`src/rtl/edge_det_pkg.sv`:
```
// Shared definitions for the multi-channel edge detector: channel modes,
// synchroniser depth limits and the mode-to-event helper.
package edge_det_pkg;

  localparam int unsigned SYNC_STAGES_MIN = 1;
  localparam int unsigned SYNC_STAGES_MAX = 4;

  typedef enum logic [1:0] {
    MODE_OFF  = 2'b00,
    MODE_RISE = 2'b01,
    MODE_FALL = 2'b10,
    MODE_BOTH = 2'b11
  } mode_e;

  function automatic logic mode_hit(input mode_e m, input logic rise, input logic fall);
    logic hit;
    hit = 1'b0;
    case (m)
      MODE_OFF:  hit = 1'b0;
      MODE_RISE: hit = rise;
      MODE_FALL: hit = fall;
      MODE_BOTH: hit = rise | fall;
      default:   hit = 1'b0;
    endcase
    return hit;
  endfunction

endpackage

```
`src/rtl/edge_det_chan.sv`:
```
// One edge-detector channel: input synchroniser, previous-sample register,
// mode-selected edge event, registered pulse, sticky flag and saturating counter.
module edge_det_chan
  import edge_det_pkg::*;
#(
  parameter int unsigned SYNC_STAGES = 2,
  parameter int unsigned CNT_W       = 8
) (
  input  logic             clk,
  input  logic             rst_n,
  input  logic             din,
  input  logic [1:0]       mode,
  input  logic             en,
  input  logic             primed,
  input  logic             clr,
  output logic             pulse,
  output logic             sticky,
  output logic [CNT_W-1:0] cnt
);

  logic [SYNC_STAGES-1:0] sync_q, sync_d;
  logic                   prev_q, prev_d;
  logic                   pulse_q, pulse_d;
  logic                   sticky_q, sticky_d;
  logic [CNT_W-1:0]       cnt_q, cnt_d;

  logic s;
  logic rise;
  logic fall;
  logic evt;

  always_comb begin
    // Shift din in at bit 0; the cast drops the oldest stage.
    sync_d = SYNC_STAGES'({sync_q, din});
    s      = sync_q[SYNC_STAGES-1];
    prev_d = s;

    rise = s & ~prev_q;
    fall = ~s & prev_q;
    evt  = en & primed & mode_hit(mode_e'(mode), rise, fall);

    pulse_d  = evt;
    sticky_d = evt | (sticky_q & ~clr);

    cnt_d = cnt_q;
    if (clr) begin
      cnt_d = evt ? CNT_W'(1) : '0;
    end else if (evt && (cnt_q != '1)) begin
      cnt_d = cnt_q + CNT_W'(1);
    end
  end

  always_ff @(posedge clk) begin
    if (!rst_n) begin
      sync_q   <= '0;
      prev_q   <= 1'b0;
      pulse_q  <= 1'b0;
      sticky_q <= 1'b0;
      cnt_q    <= '0;
    end else begin
      sync_q   <= sync_d;
      prev_q   <= prev_d;
      pulse_q  <= pulse_d;
      sticky_q <= sticky_d;
      cnt_q    <= cnt_d;
    end
  end

  assign pulse  = pulse_q;
  assign sticky = sticky_q;
  assign cnt    = cnt_q;

endmodule

```
`src/rtl/edge_detector_multi.sv`:
```
// N-channel edge detector: shared post-reset priming counter, one
// edge_det_chan per channel and an OR of all event pulses.
module edge_detector_multi
  import edge_det_pkg::*;
#(
  parameter int unsigned N           = 4,
  parameter int unsigned SYNC_STAGES = 2,
  parameter int unsigned CNT_W       = 8
) (
  input  logic                 clk,
  input  logic                 rst_n,
  input  logic [N-1:0]         din,
  input  logic [2*N-1:0]       mode,
  input  logic                 en,
  input  logic [N-1:0]         clr,
  output logic [N-1:0]         pulse,
  output logic [N-1:0]         sticky,
  output logic [N*CNT_W-1:0]   cnt,
  output logic                 any_evt
);

  localparam int unsigned PRIME_TGT = SYNC_STAGES + 1;
  localparam int unsigned PRIME_W   = $clog2(SYNC_STAGES + 2);

  if ((SYNC_STAGES < SYNC_STAGES_MIN) || (SYNC_STAGES > SYNC_STAGES_MAX)) begin : g_bad_sync
    $error("edge_detector_multi: SYNC_STAGES out of range");
  end

  logic [PRIME_W-1:0] prime_q, prime_d;
  logic               primed;

  // prev only holds a real sample once SYNC_STAGES+1 edges have passed.
  always_comb begin
    primed  = (prime_q == PRIME_W'(PRIME_TGT));
    prime_d = prime_q;
    if (!primed) begin
      prime_d = prime_q + PRIME_W'(1);
    end
  end

  always_ff @(posedge clk) begin
    if (!rst_n) begin
      prime_q <= '0;
    end else begin
      prime_q <= prime_d;
    end
  end

  for (genvar i = 0; i < N; i++) begin : g_chan
    edge_det_chan #(
      .SYNC_STAGES (SYNC_STAGES),
      .CNT_W       (CNT_W)
    ) u_chan (
      .clk    (clk),
      .rst_n  (rst_n),
      .din    (din[i]),
      .mode   (mode[2*i +: 2]),
      .en     (en),
      .primed (primed),
      .clr    (clr[i]),
      .pulse  (pulse[i]),
      .sticky (sticky[i]),
      .cnt    (cnt[CNT_W*i +: CNT_W])
    );
  end

  assign any_evt = |pulse;

endmodule

```
`config.mk`:
```
export PLATFORM = sky130hd
export DESIGN_NAME = edge_detector_multi
export DESIGN_NICKNAME = d
export VERILOG_FILES = /design/src/rtl/edge_det_pkg.sv /design/src/rtl/edge_det_chan.sv /design/src/rtl/edge_detector_multi.sv
export SDC_FILE = /design/constraint.sdc
export NUM_CORES = 1
export LEC_CHECK = 0
export ABC_CLOCK_PERIOD_IN_PS = 2400
export CORE_MARGIN = 2
export CORE_UTILIZATION = 50
export CTS_CLUSTER_SIZE = 8
export DETAILED_ROUTE_END_ITERATION = 16
export HOLD_SLACK_MARGIN = 0.12
export PLACE_DENSITY = 0.79
export SYNTH_ARGS = -nofsm -noshare
export SYNTH_HDL_FRONTEND = slang
export SYNTH_SLANG_ARGS = --single-unit
export TNS_END_PERCENT = 100
```
`constraint.sdc`:
```
create_clock -name clk -period 2.4 [get_ports clk]
set_input_delay 0.36 -clock clk [delete_from_list [all_inputs] [get_ports clk]]
set_output_delay 0.36 -clock clk [all_outputs]
set_load 0.02 [all_outputs]
```
Word level (Yosys, flattened, before mapping)
Cells that the tools add are included.
{ "word_totals": {"in_bits": 19, "regBits": 54, "output_inout_bits": 41, "elab_cells": 109} }
{ "op_classes": {"n_mux": 16, "n_reduce_logical": 13, "bitwise": 37, "n_eq_ne": 17, "addsub": 5} }
{ "op_table": {"columns": ["op", "count"], "rows": [
  ["$mux 8", 8],
  ["$add 8x1->8 const B", 4],
  ["$ne 8x8->1 const B", 4],
  ["$eq 2x2->1 const B", 9],
  ["$and 1x1->1", 17],
  ["$pmux 1 s4", 4],
  ["$not 1->1", 12],
  ["$eq 2x1->1 const B", 4],
  ["$logic_not 2->1", 4],
  ["$or 1x1->1", 8],
  ["$reduce_bool 2->1", 4],
  ["$logic_and 1x1->1", 4],
  ["$mux 1", 4],
  ["$reduce_or 4->1", 1],
  ["$add 2x1->2 const B", 1]
]} }

Longest topological paths before layout
{ "logic_depth": {"depth_word": 8, "mapped_depth": 7, "ltp_nobuf": 6} }

By module
From an unflattened synthesis, not the netlist that was laid out.
{ "unflattened": {"cells_unflattened": 281, "hier_area_um2": 2591.2} }
{ "modules_own_cells": {"columns": ["module", "seq_area_each_um2", "cells_per_inst", "area_each_um2", "n_inst"], "rows": [
  ["edge_det_chan", 260.2, 68, 621.8, 4],
  ["edge_detector_multi", 40.0, 9, 103.8, 1]
]} }

Least setup slack after synthesis
Ideal clock, no wire load.
{ "synth_timing": {"path_kind": "register to register", "startpoint": "register g_chan[0].u_chan.prev_q", "endpoint": "register g_chan[0].u_chan.cnt_q[6]", "slack_ns": 0.427, "synth_period_minus_slack_ns": 1.973, "path_buffers": 1, "path_stages_with_launch": 8, "setup_time_ns": 0.071, "arrival_ns": 1.902, "path_cell_list": "dfxtp_1 -> inv_1 -> ha_1 -> nand2b_1 -> a311o_2 -> buf_6 -> or4_1 -> a21oi_1"} }
{ "synth_via": {"elab_chain_cells": 7, "elab_cells_between_ends": 8, "cone_classes": "mux (1); bitwise (5); reduce/logical (2)"} }
{ "synth_rtl": {"columns": ["item", "line", "source"], "rows": [
  ["start: declaration", "edge_det_chan.sv:22", "logic prev_q, prev_d;"],
  ["start signal: assignment", "edge_det_chan.sv:62", "prev_q <= prev_d;"],
  ["$not 1->1", "edge_det_chan.sv:38", "rise = s & ~prev_q;"],
  ["$and 1x1->1", "edge_det_chan.sv:38", null],
  ["$or 1x1->1", "edge_det_pkg.sv:22", "MODE_BOTH: hit = rise | fall;"],
  ["$pmux 1 s4 *", "edge_det_pkg.sv:18", "case (m)"],
  ["$and 1x1->1 *", "edge_det_chan.sv:40", "evt = en & primed & mode_hit(mode_e'(mode), rise, fall);"],
  ["$logic_and 1x1->1 *", "edge_det_chan.sv:48", "end else if (evt && (cnt_q != '1)) begin"],
  ["$reduce_bool 2->1 (no line) *", null, null],
  ["end signal: assignment", "edge_det_chan.sv:65", "cnt_q <= cnt_d;"],
  ["end: declaration", "edge_det_chan.sv:25", "logic [CNT_W-1:0] cnt_q, cnt_d;"]
]} }
Every way passes the cells marked *; elsewhere a longest branch is shown, timed or not.
A chain may end at the register's enable or synchronous reset.

Worst setup path after layout
{ "layout_timing": {"startpoint": "register g_chan[0].u_chan.prev_q", "endpoint": "register g_chan[0].u_chan.cnt_q[4]"} }
The elaborated chain is that of the path after synthesis.

==> metrics.md <==
| Metric | Value |
|---|---|
| Total GRT Usage | `approximately 20%` |
| Final wirelength | `between 5000 and 6000 um` |
| Max IR drop VDD | `around 0.25 mV` |
| DRT Pass-1 Iters | `4` |
| Skew final | `around 0.0037 ns` |
| Core Util, Final | `65.6%` |
| Clock Latency Late Sink | `0.30 ns` |
| Clk buf depth | `2` |
| Min cycle time layout | `2.05 ns` |
| Post-cts sizing count | `0` |
| Routed vias/inst | `slightly below 6` |
| FF-to-FF path depth | `6` |
| Hold EP | `g_chan[0].u_chan.sync_q[1]` |
| I/O pin total | `60` |
| Core area | `~5000 um2` |
| CTS tree | `done` |
| Clock transition at path regs | `0.09 ns` |
| Syn avg cell area | `about 8.9 um2` |
| Post-Syn Nets | `328` |
| Antenna diodes | `0` |
| Fmax | `about 490 MHz` |
| Final setup TNS | `0 ns` |
| Die Y | `around 77 um` |
| CP top delay family | `simple AND/OR/NAND/NOR gates` |
| P&R area growth vs syn | `26.8%` |
| Hold buffers post-CTS | `0` |
| Async S/R FF share, synth | `0%` |
| Commonest register cell after synthesis | `dfxtp_1` |
| Worst hold stages | `1` |
| Most common cell after layout, fill and taps aside | `clkdlybuf4s50_1` |
| Data required, critical path | `2.63 ns` |
| Via count | `between 2000 and 2500` |
| Die area | `5880 um2` |
| CP startpoint | `g_chan[0].u_chan.prev_q` |
| CP max stage cell | `or4_1` |
| Pwr Density | `459 nW/um2` |
| Crit path largest cell delay | `~0.53 ns` |
| CTS HTree Levels | `2` |
| Hold Violations, Final | `0` |
| Synth Instances | `296` |
| Pins Over Slew Limit | `0` |
| Number of synthesized flops with an enable pin | `0` |
| Finish-stage setup viols | `0` |
| Number of global-route vias before repair | `roughly 2200` |
| Wire per inst | `13.0 um` |
| Cell area after synthesis | `2640 um2` |
| Synth cell types | `44` |
| Iteration-0 DRC Markers | `75` |
| R2R Setup Slk | `0.35 ns` |
| Overall Power | `~1.5 mW` |
| Actual slew at the worst max-slew pin | `0.567 ns` |
| Reg-to-Reg Start | `g_chan[0].u_chan.prev_q` |
| Slew headroom | `62.0%` |
| CP bufs+invs | `1` |
| First-pass GRT wire length | `9720 um` |
| RSZ-0062 raised after global routing | `no` |
| Port-buffer cells | `just under 60` |
| Post-DRT Antenna Nets | `0` |
| Setup Crit Path Kind | `flop to flop` |
| CTS Sinks | `54` |
| Initial core utilization | `51.7%` |
| #FFs+latches synth | `54` |
| Layout net count | `around 390` |
| Share of cells above drive strength 1 | `approximately 6.5%` |
| CP endpoint kind | `flop` |
| Congestion Overflow GR | `0` |
| Crit-path max FO | `14` |
| Static leakage | `between 1 and 1.5 nW` |
| CP Launch Type | `flop` |
| WP data arrival | `between 2 and 2.5 ns` |
| Final cycle utilization of the critical path | `between 80% and 90%` |
| Status | `completed` |
| TritonCTS Buffers | `5` |
| YS warnings | `0` |
| DRC Markers | `0` |
| GP Congestion | `~0.85` |
| Reg2Reg Capture Point | `g_chan[0].u_chan.cnt[4]` |
| Cell breakdown of the critical path | `inv_1 -> ha_1 -> nand2b_1 -> a311o_2 -> or4_1 -> a21oi_1` |
| Num rows | `26` |
| Seq/Total Area, Yosys | `40.9%` |
| Pin count of the biggest net entering global routing | `15` |
| Worst Hold Class | `flop to flop` |
| Post-CTS Setup Bufs | `0` |
| Most frequent cells in the layout | `clkdlybuf4s50_1, dfxtp_1, a21oi_1, nand2_1` |
| Initial antenna violation count | `0` |
| Chip Width | `76.7 um` |
| Post-DP HPWL | `approximately 4000 um` |
| CTS root buf | `clkbuf_8` |
| Hold Crit Start | `g_chan[0].u_chan.sync_q[0]` |
| Max-cap violations | `0` |
==> metal layers <==
metal | GRT usage, % | wire, um | vias up
met4 | 6.55 | 52 | 0
met2 | 33.3 | 2680 | 68
met3 | 4.35 | 286 | 6
met5 | 0 | 0 | -
li1 | - | - | 1218
met1 | 25.0 | 2500 | 1157
==> per-stage QoR <==
stage / cell area, um2 / hold slack, ns / setup slack [ns] / std cells
after floorplan: 2640 / 0.412 / 0.427 / 296
after global placement: 3270 / 0.415 / 0.197 / 417
after detailed placement: 3270 / 0.420 / 0.161 / 417
after CTS: 3350 / 0.442 / 0.353 / 424
after global routing: 3350 / 0.449 / 0.215 / 424
final: 3350 / 0.440 / 0.351 / 424
==> where the power goes <==
group,total [mW],switching (mW),internal [mW]
combinational,0.131,0.0617,0.0690
sequential,0.924,0.0104,0.914
clock,0.481,0.279,0.202
==> synth_stat cells, types with 4 or more instances <==
library cell,n,area (um2)
buf_4,8,60.1
o211ai_1,4,30.0
nor2b_1,6,37.5
nand3_1,16,80.1
nand2b_1,12,75.1
inv_1,17,63.8
and4_1,4,35.0
or4_1,17,128
and3_1,4,25.0
a311oi_1,5,43.8
a21oi_1,28,140
o31ai_1,9,67.6
dfxtp_1,54,1080
clkbuf_1,4,15.0
and2_1,15,93.8
nand2_1,19,71.3
or2_2,5,31.3
o41ai_1,7,61.3
nor2_1,6,22.5
ha_1,13,163
nand4_1,5,31.3
o21ai_0,8,40.0
==> flip-flops by register name (all words and copies together), names as in the netlist <==
register and count:
g_chan.u_chan.cnt 32, g_chan.u_chan.sticky 4, g_chan.u_chan.sync_q 8, g_chan.u_chan.prev_q 4
g_chan.u_chan.pulse 4, prime_q 2
==> final cells by class <==
class | count | area (um2)
clock buffers | 7 | 76.3
fillers | 455 | 1760
inverters | 17 | 63.8
multi-input cells | 211 | 1400
flip-flops and latches | 54 | 1080
well taps | 70 | 87.6
repair buffers | 65 | 636
==> cell families after synthesis <==
logic type	count (synthesis)	share of synthesized area [%]
AND/OR/NAND/NOR	116	25.7
AO/OA/AOI/OAI	80	20.6
flip-flops	54	40.9
buffers and inverters	31	5.88
adder cells (fa/ha/maj)	13	6.16
XOR/XNOR	1	0.332
multiplexers	1	0.379
==> worst reg2reg max path: cells and delay by family (launching register included) <==
kind	cells	cell delay, ns
simple gates	2	0.68
compound gates	2	0.64
flops	1	0.35
fa+ha+maj	1	0.27
buf+inv	1	0.05
==> worst max-delay path by stage <==
stage,endpoint,slack [ns],cells after the start
2_1_floorplan,g_chan[0].u_chan.cnt[6],0.43,7
3_3_place_gp,g_chan[0].u_chan.cnt[6],0.20,5
3_5_place_dp,g_chan[0].u_chan.cnt[4],0.16,5
4_1_cts,any_evt,0.35,2
5_1_grt,g_chan[0].u_chan.cnt[4],0.22,5
6_report,g_chan[0].u_chan.cnt[4],0.35,6
Note: power is estimated with default switching activity, not from simulation.
